File: src/rtl/param_shuffler_if.sv
// Two-lane sample bus for the delay commutator: input beat side plus registered output side.
interface param_shuffler_if #(
  parameter int DATA_W = 32
);
  logic              in_valid;
  logic              frame_start;
  logic              bypass;
  logic [DATA_W-1:0] a;
  logic [DATA_W-1:0] b;
  logic [DATA_W-1:0] a1;
  logic [DATA_W-1:0] b1;
  logic              out_valid;

  modport master (
    output in_valid, frame_start, bypass, a, b,
    input  a1, b1, out_valid
  );

  modport slave (
    input  in_valid, frame_start, bypass, a, b,
    output a1, b1, out_valid
  );
endinterface

File: src/rtl/param_shuffler.sv
// Delay commutator for the pipelined FFT: pairs samples DEPTH beats apart across two lanes,
// with an internal phase counter, valid-gated stalls, frame resync and an aligned bypass mode.
module param_shuffler #(
  parameter int DATA_W = 32,
  parameter int DEPTH  = 9,
  parameter int CNT_W  = $clog2(2*DEPTH)
) (
  input  logic             clk,
  input  logic             rst_n,
  param_shuffler_if.slave  bus
);

  localparam int FILL_W = $clog2(DEPTH+1);
  localparam logic [CNT_W-1:0]  HALF_C = CNT_W'(DEPTH);
  localparam logic [CNT_W-1:0]  LAST_C = CNT_W'(2*DEPTH-1);
  localparam logic [FILL_W-1:0] FULL_C = FILL_W'(DEPTH);

  logic [CNT_W-1:0]  phase_reg;
  logic [CNT_W-1:0]  cnt;
  logic [CNT_W-1:0]  phase_next;
  logic [FILL_W-1:0] fill_reg;
  logic              swap;

  logic [DATA_W-1:0] aline_reg [DEPTH];
  logic [DATA_W-1:0] bline_reg [DEPTH];
  logic [DATA_W-1:0] bd;
  logic [DATA_W-1:0] y0;
  logic [DATA_W-1:0] y1;
  logic [DATA_W-1:0] y0d;

  logic [DATA_W-1:0] a1_reg;
  logic [DATA_W-1:0] b1_reg;
  logic              out_valid_reg;

  // frame_start overrides the running phase for this beat only; phase then continues from cnt.
  always_comb begin
    cnt        = bus.frame_start ? '0 : phase_reg;
    phase_next = (cnt == LAST_C) ? '0 : cnt + CNT_W'(1);
    swap       = (cnt >= HALF_C) && !bus.bypass;
    bd         = bline_reg[DEPTH-1];
    y0d        = aline_reg[DEPTH-1];
    y0         = swap ? bd : bus.a;
    y1         = swap ? bus.a : bd;
  end

  always_ff @(posedge clk or negedge rst_n) begin
    if (!rst_n) begin
      phase_reg     <= '0;
      fill_reg      <= '0;
      a1_reg        <= '0;
      b1_reg        <= '0;
      out_valid_reg <= 1'b0;
    end else begin
      out_valid_reg <= bus.in_valid && (fill_reg == FULL_C);
      if (bus.in_valid) begin
        a1_reg    <= y0d;
        b1_reg    <= y1;
        phase_reg <= phase_next;
        if (fill_reg != FULL_C) begin
          fill_reg <= fill_reg + FILL_W'(1);
        end
      end
    end
  end

  // Lane 0 delays the commutated sample so both lanes leave with the same D-beat alignment.
  always_ff @(posedge clk or negedge rst_n) begin
    if (!rst_n) begin
      for (int i = 0; i < DEPTH; i++) begin
        aline_reg[i] <= '0;
        bline_reg[i] <= '0;
      end
    end else if (bus.in_valid) begin
      aline_reg[0] <= y0;
      bline_reg[0] <= bus.b;
      for (int i = 1; i < DEPTH; i++) begin
        aline_reg[i] <= aline_reg[i-1];
        bline_reg[i] <= bline_reg[i-1];
      end
    end
  end

  assign bus.a1        = a1_reg;
  assign bus.b1        = b1_reg;
  assign bus.out_valid = out_valid_reg;

endmodule

File: src/flat_wrapper.sv
// flat-port wrapper written by rule: the top's interface ports become plain ports
module param_shuffler_flat 
#(
  parameter int DATA_W = 32,
  parameter int DEPTH  = 9,
  parameter int CNT_W  = $clog2(2*DEPTH)
)
  (clk, rst_n, bus_in_valid, bus_frame_start, bus_bypass, bus_a, bus_b, bus_a1, bus_b1, bus_out_valid);
  param_shuffler_if #(.DATA_W(DATA_W)) bus_i ();
  input  logic clk;
  input  logic rst_n;
  input wire logic [$bits(bus_i.in_valid)-1:0] bus_in_valid;
  input wire logic [$bits(bus_i.frame_start)-1:0] bus_frame_start;
  input wire logic [$bits(bus_i.bypass)-1:0] bus_bypass;
  input wire logic [$bits(bus_i.a)-1:0] bus_a;
  input wire logic [$bits(bus_i.b)-1:0] bus_b;
  output wire logic [$bits(bus_i.a1)-1:0] bus_a1;
  output wire logic [$bits(bus_i.b1)-1:0] bus_b1;
  output wire logic [$bits(bus_i.out_valid)-1:0] bus_out_valid;
  assign bus_i.in_valid = bus_in_valid;
  assign bus_i.frame_start = bus_frame_start;
  assign bus_i.bypass = bus_bypass;
  assign bus_i.a = bus_a;
  assign bus_i.b = bus_b;
  assign bus_a1 = bus_i.a1;
  assign bus_b1 = bus_i.b1;
  assign bus_out_valid = bus_i.out_valid;
  param_shuffler #(.DATA_W(DATA_W), .DEPTH(DEPTH), .CNT_W(CNT_W)) u_core (.clk(clk), .rst_n(rst_n), .bus(bus_i));
endmodule
File: config.mk
export PLATFORM = sky130hd
export DESIGN_NAME = param_shuffler_flat
export DESIGN_NICKNAME = d
export VERILOG_FILES = /design/src/rtl/param_shuffler_if.sv /design/src/rtl/param_shuffler.sv /design/src/flat_wrapper.sv
export SDC_FILE = /design/constraint.sdc
export NUM_CORES = 1
export LEC_CHECK = 0
export ABC_AREA = 1
export BUFFER_PORTS_ARGS = -buffer_cell sky130_fd_sc_hd__buf_4
export CAP_MARGIN = 20
export CORE_MARGIN = 2
export CORE_UTILIZATION = 35
export DETAILED_ROUTE_END_ITERATION = 10
export SLEW_MARGIN = 10
export SYNTH_ARGS = -nofsm -noshare
export SYNTH_HDL_FRONTEND = slang
export SYNTH_SLANG_ARGS = --single-unit
File: constraint.sdc
create_clock -name clk -period 3.5 [get_ports clk]
set_input_delay 0.7 -clock clk [delete_from_list [all_inputs] [get_ports clk]]
set_output_delay 0.7 -clock clk [all_outputs]
set_load 0.01 [all_outputs]
==> summary.md, run 1 <==
| Metric | Value |
|---|---|
| Number of buffers added on ports | `133` |
| Critical path fanouts, max | `64` |
| #FFs+latches synth | `650` |
| R2R Path End | `u_core.bus.b1[5]$_DFFE_PN0P_` |
| Io pins | `134` |
| CP cell instances | `inv_1, nor2_1, ha_1, a21oi_1, nand2_1, nand2_1, nand2_2, buf_4, nand3_1, nand3_1, nand2_1` |
| Final Cycle Share | `between 60% and 70%` |
| Initial antenna violation count | `1` |
| Max-cap violation count | `0` |
| Area growth, synth to finish | `16.7%` |
| WP buf/inv | `2` |
| Layout cells sized above 1 | `9.66%` |
| Crit-path max cell delay | `between 0.6 and 0.7 ns` |
| Final Hold Fails | `0` |
| Mapped Area | `0.0250 mm²` |
| WP data required | `3.99 ns` |
| Vias in the first global route | `16263` |
| Skew final | `0.0248 ns` |
| Final Setup Violations | `0` |
| Die height | `272 µm` |
| Clock H-tree levels | `3` |
| Clk root buf | `clkbuf_16` |
| DP Area | `0.0269 mm²` |
| PwrDens | `631 mW/mm²` |
| Initial Util | `35.2%` |
| GRT Total Usage | `between 10 and 15%` |
| Flop pwr share | `49.2%` |
| Data arrival, critical path | `2.70 ns` |
| Slew Viols, Final | `0` |
| CTS Buffer Depth | `3` |
| Crit Path Class | `reg2reg` |
| Commonest non-fill, non-tap cell in the layout | `nand2_1` |
| Slowest cell on crit path | `buf_4` |
| First-pass GRT wire length | `roughly 85000 µm` |
| Combinational power share | `around a tenth` |
| Final non-filler cell area | `0.0292 mm²` |
| Slew HR | `45.4%` |
| Row cnt | `98` |
| Largest net degree at the start of global routing | `216` |
| CTS tree | `done` |
| Clk Latency, worst-skew pair | `0.59 ns` |
| R2R Setup Slk | `1.29 ns` |
| CORE AREA | `0.0711 mm²` |
| Clk sinks | `650` |
| Nets | `2845` |
| Top cells by area, synth | `dfrtp_1, nand2_1, o21ai_0, inv_1, nand3_1` |
| Syn_area_per_cell | `9.28 µm²` |
| Total CTS buffers | `71` |
| FF-to-FF Start | `u_core.phase_reg[0]$_DFFE_PN0P_` |
| PostCTS Resize Cnt | `0` |
| CP Capture Type | `register` |
| Seq/Total Area, Yosys | `about two thirds` |
| Reg clk slew, reported paths | `about 0.06 ns` |
| Clock share of power | `40.1%` |
| Yosys top cell by area | `dfrtp_1` |
| Via count | `about 17000` |
| # diodes | `0` |
| Cell variety after synth | `20` |
| Post-DP HPWL | `31000 µm` |
| Detailed Route WL | `~51000 µm` |
| Fin util | `around 41%` |
| Post-synth top area share | `between 60 and 70%` |
| Post-Synthesis Cells | `2700` |
| Net switching power figure | `4.66 mW` |
| Worst hold path type | `in2async` |
| RSZ-0062 raised after global routing | `no` |
| DR DRC count | `0` |
| Post-route ant nets | `0` |
| Grt total ovfl | `0` |
| Leak pwr | `about 14 nW` |
| Post-synth net total | `2773` |
| Pint | `13.8 mW` |
| CP dominant cell by count | `nand2_1` |
| Sw Ratio | `25.3%` |
| Post-CTS Setup Inserts | `0` |
| Run status | `complete, no violations` |
| Routed len/inst | `13.5 µm` |
| First drt pass iteration count | `5` |
| Largest delay share family, worst path | `simple AND/OR/NAND/NOR gates` |
| Commonest cells after routing, fill and taps aside | `nand2_1, dfrtp_1, o21ai_0` |
| Crit path time final | `approximately 2.2 ns` |
| Achievable frequency | `~0.45 GHz` |
| Worst-Margin Slew | `0.819 ns` |
| Hold buffers post-CTS | `0` |
| Gpl congestion | `0.741` |
| Startpoint types | `register` |
| Via density | `4.47` |
| Die W | `272 µm` |
| R2R cell count | `11` |
| Iteration-0 DRC Markers | `1222` |
| VDD IR max | `446 µV` |
| Sum Neg Setup Slack | `0 ns` |
| Warnings, synthesis | `0` |
| Die area | `0.0737 mm²` |
==> routing by layer <==
metal / track usage, % / vias to the layer above / share of wire [%]
met4: 4.11 / 0 / 2.2
met3: 2.89 / 77 / 3.6
met1: 19.8 / 7994 / 49
met2: 21.8 / 219 / 45
li1: - / 8577 / -
met5: 0 / - / 0
==> cells in the mapped netlist <==
cell type,number
nand4_1,2
nand2_2,1
nand2_1,875
a31oi_4,1
buf_1,11
o22ai_1,4
a21oi_1,2
o21ai_0,529
buf_6,6
xnor2_1,2
buf_2,68
clkbuf_1,68
dfrtp_1,650
inv_2,1
xor2_1,3
ha_1,4
nor2_1,8
nand3_1,132
inv_1,324
buf_4,9
==> power by group through the flow <==
stage | sequential [mW] | clock (mW) | combinational, mW
2_1_floorplan | 9.14 | 0 | 1.16
3_3_place_gp | 9.18 | 0 | 1.97
3_5_place_dp | 9.20 | 0 | 2.02
4_1_cts | 9.08 | 7.63 | 2.03
5_1_grt | 9.20 | 7.92 | 2.32
6_report | 9.07 | 7.40 | 1.96
==> layout make-up <==
class / count / area, µm²
repair buffers: 161 / 1420
clock buffers: 107 / 2100
flip-flops and latches: 650 / 16300
inverters: 325 / 1230
multi-input cells: 1563 / 6790
well taps: 950 / 1190
fillers: 7066 / 41900
clock inverters: 19 / 225
==> through the flow <==
| step | cells | setup WS, ns | hold WS, ns | power, mW |
|---|---|---|---|---|
| floorplan | 2700 | 1.60 | 0.404 | 10.3 |
| global route | 3775 | 1.02 | 0.106 | 19.4 |
| finish | 3775 | 1.29 | 0.0974 | 18.4 |
| global placement | 3649 | 0.966 | 0.455 | 11.1 |
| detailed placement | 3649 | 0.888 | 0.459 | 11.2 |
| CTS | 3775 | 1.32 | 0.0862 | 18.7 |
==> worst max-delay path by stage <==
stage,startpoint,to,slack (ns),cells past startpoint
2_1_floorplan,bus_frame_start,u_core.aline_reg[256]$_DFFE_PN0P_,1.60,12
6_report,u_core.phase_reg[0]$_DFFE_PN0P_,u_core.bus.b1[5]$_DFFE_PN0P_,1.29,11
3_5_place_dp,bus_frame_start,u_core.aline_reg[273]$_DFFE_PN0P_,0.89,11
4_1_cts,u_core.phase_reg[0]$_DFFE_PN0P_,u_core.bus.b1[11]$_DFFE_PN0P_,1.32,11
5_1_grt,u_core.phase_reg[0]$_DFFE_PN0P_,u_core.bus.b1[4]$_DFFE_PN0P_,1.02,11
3_3_place_gp,bus_frame_start,u_core.bus.b1[13]$_DFFE_PN0P_,0.97,11
==> logic make-up (layout without fill, tap and decap cells) <==
logic type | count (synthesis) | in the layout | synth area share (%)
flops | 650 | 650 | 64.9
fa+ha+maj | 4 | 4 | 0.200
compound gates | 536 | 536 | 10.8
simple gates | 1018 | 1018 | 15.9
xor+xnor | 5 | 5 | 0.175
buf+inv | 487 | 612 | 7.95
Power figures use the tool's default switching activity.
==> run 2, diff against run 1 <==
==> constraint.sdc (replaced) <==
create_clock -name clk -period 2 [get_ports clk]
set_input_delay 0.4 -clock clk [delete_from_list [all_inputs] [get_ports clk]]
set_output_delay 0.4 -clock clk [all_outputs]
set_load 0.01 [all_outputs]
==> summary.md, run 2 (same netlist as run 1, synthesis figures left out) <==
| Metric | Value |
|---|---|
| Number of buffers added on ports | `about 130` |
| Worst hold slack | `0.0323 ns` |
| Achievable frequency | `0.553 GHz` |
| Final Cycle Share | `around 90%` |
| Setup ws final | `just under 0.2 ns` |
| Register area | `0.0163 mm²` |
| Area growth, synth to finish | `20.4%` |
| Filler cell count | `about 6900` |
| Max-cap violation count | `0` |
| Worst hold path type | `in2reg` |
| Commonest non-fill, non-tap cell in the layout | `nand2_1` |
| Critical path fanouts, max | `19` |
| Layout cells sized above 1 | `10.8%` |
| Startpoint types | `register` |
| First-pass GRT wire length | `between 80000 and 90000 µm` |
| DP Area | `0.0273 mm²` |
| Row cnt | `slightly below 100` |
| R2R cell count | `13` |
| Slew HR | `between 50 and 60%` |
| Leak pwr | `14.7 nW` |
| Die area | `roughly 0.074 mm²` |
| Crit Path Class | `reg2reg` |
| Final Setup Violations | `0` |
| Detailed Route WL | `between 50000 and 60000 µm` |
| Clk root buf | `clkbuf_16` |
| Clk Latency, worst-skew pair | `~0.60 ns` |
| R2R Path End | `u_core.bus.b1[3]$_DFFE_PN0P_` |
| Die W | `272 µm` |
| Vias in the first global route | `approximately 17000` |
| CP Capture Type | `register` |
| Final Hold Fails | `0` |
| Post-DP HPWL | `32600 µm` |
| VDD IR max | `about 630 µV` |
| Crit path time final | `about 1.8 ns` |
| Clk sinks | `between 600 and 700` |
| Clock H-tree levels | `3` |
| Fin cells | `3835` |
| Sum Neg Setup Slack | `0 ns` |
| Initial antenna violation count | `0` |
| DR DRC count | `0` |
| CTS tree | `done` |
| Setup WS pre-CTS | `around 0.045 ns` |
| Placed Instances | `3678` |
| Run status | `complete, no violations` |
| Hold path startpoint | `bus_b[9]` |
| Post-CTS Setup Inserts | `0` |
| Post-route ant nets | `0` |
| First drt pass iteration count | `5` |
| GRT Total Usage | `14.4%` |
| Final non-filler cell area | `about 0.030 mm²` |
| Data arrival, critical path | `2.34 ns` |
| Setup crit start | `u_core.phase_reg[1]$_DFFE_PN0P_` |
| Fin util | `between 40% and 50%` |
| Gpl congestion | `0.781` |
| R2R Setup Slk | `0.19 ns` |
| Reg clk slew, reported paths | `0.06 ns` |
| WHS Endpoint | `u_core.bline_reg[265]$_DFFE_PN0P_` |
| Nets | `2903` |
| RSZ-0062 raised after global routing | `no` |
| Io pins | `134` |
| CORE AREA | `0.0711 mm²` |
| Via count | `approximately 17000` |
| Worst-Margin Slew | `0.639 ns` |
| Die height | `272 µm` |
| CTS Buffer Depth | `3` |
| Iteration-0 DRC Markers | `1200` |
| Commonest cells after routing, fill and taps aside | `nand2_1, dfrtp_1, o21ai_0` |
| WP data required | `between 2 and 3 ns` |
| Via density | `4.50` |
| Routed len/inst | `13.6 µm` |
| Largest net degree at the start of global routing | `about 160` |
| Slew Viols, Final | `0` |
| # diodes | `0` |
| Total CTS buffers | `72` |
| Hold depth | `3` |
| Power, Total | `~33 mW` |
| Multi-input gate area | `0.00680 mm²` |
| Grt total ovfl | `0` |
| PwrDens | `approximately 1100 mW/mm²` |
| Skew final | `0.0187 ns` |
| Initial Util | `35.2%` |
| FF-to-FF Start | `u_core.phase_reg[1]$_DFFE_PN0P_` |
==> run 2: cell types whose count changed in the layout (fill, tap and decap cells not counted), sizes merged <==
cell and change:
buf +29, dlygate4sd3 +26, clkbuf +4, bufinv +3
clkinv -3, clkinvlp +1
==> run 2: report_power, final <==
group	switching (mW)	leakage, nW	internal (mW)
clock	5.21	1.24	8.55
sequential	0.867	8.36	15.1
combinational	2.16	5.15	1.37
total	8.24	14.7	25.0
==> run 2: layout make-up <==
class,instances,share of cell area (%)
flip-flops and latches,650,53.9
well taps,950,3.94
repair buffers,218,7.19
clock inverters,20,0.958
inverters,325,4.07
multi-input cells,1563,22.6
clock buffers,109,7.35
==> run 2: per-layer routing <==
| layer | routed length, µm | vias up | track usage (%) |
|---|---|---|---|
| li1 | - | 8685 | - |
| met1 | 24700 | 8224 | 19.9 |
| met2 | 23600 | 261 | 22.2 |
| met3 | 2150 | 93 | 3.09 |
| met4 | 1660 | 0 | 5.48 |
| met5 | 0 | - | 0 |
==> run 2: how the worst max path moves through the flow <==
| stage | end | slack, ns | cells past startpoint |
|---|---|---|---|
| global route | u_core.bus.b1[8]$_DFFE_PN0P_ | 0.03 | 13 |
| global placement | u_core.bus.b1[10]$_DFFE_PN0P_ | 0.08 | 13 |
| CTS | u_core.bus.b1[17]$_DFFE_PN0P_ | 0.14 | 13 |
| detailed placement | u_core.bus.b1[17]$_DFFE_PN0P_ | 0.04 | 13 |
| floorplan | u_core.aline_reg[256]$_DFFE_PN0P_ | 0.40 | 12 |
| finish | u_core.bus.b1[3]$_DFFE_PN0P_ | 0.19 | 13 |
==> run 2: what timing repair did <==
| item | CTS | global route |
|---|---|---|
| gates resized for setup | 0 | 3 |
| setup endpoints to repair | 0 | 45 |
| endpoints found under the hold margin | 132 | 0 |
| hold buffers | 26 | 0 |
==> run 2: critical path: stages (launching register included) <==
cell and delay, ns:
dfrtp_1 0.37, inv_1 0.07, nor2_2 0.09, inv_1 0.05, ha_1 0.20, a21oi_1 0.12
nand2_1 0.06, nand2_1 0.07, nand2_2 0.09, buf_6 0.18, clkbuf_16 0.19, nand3_1 0.08
nand3_1 0.08, nand2_1 0.08
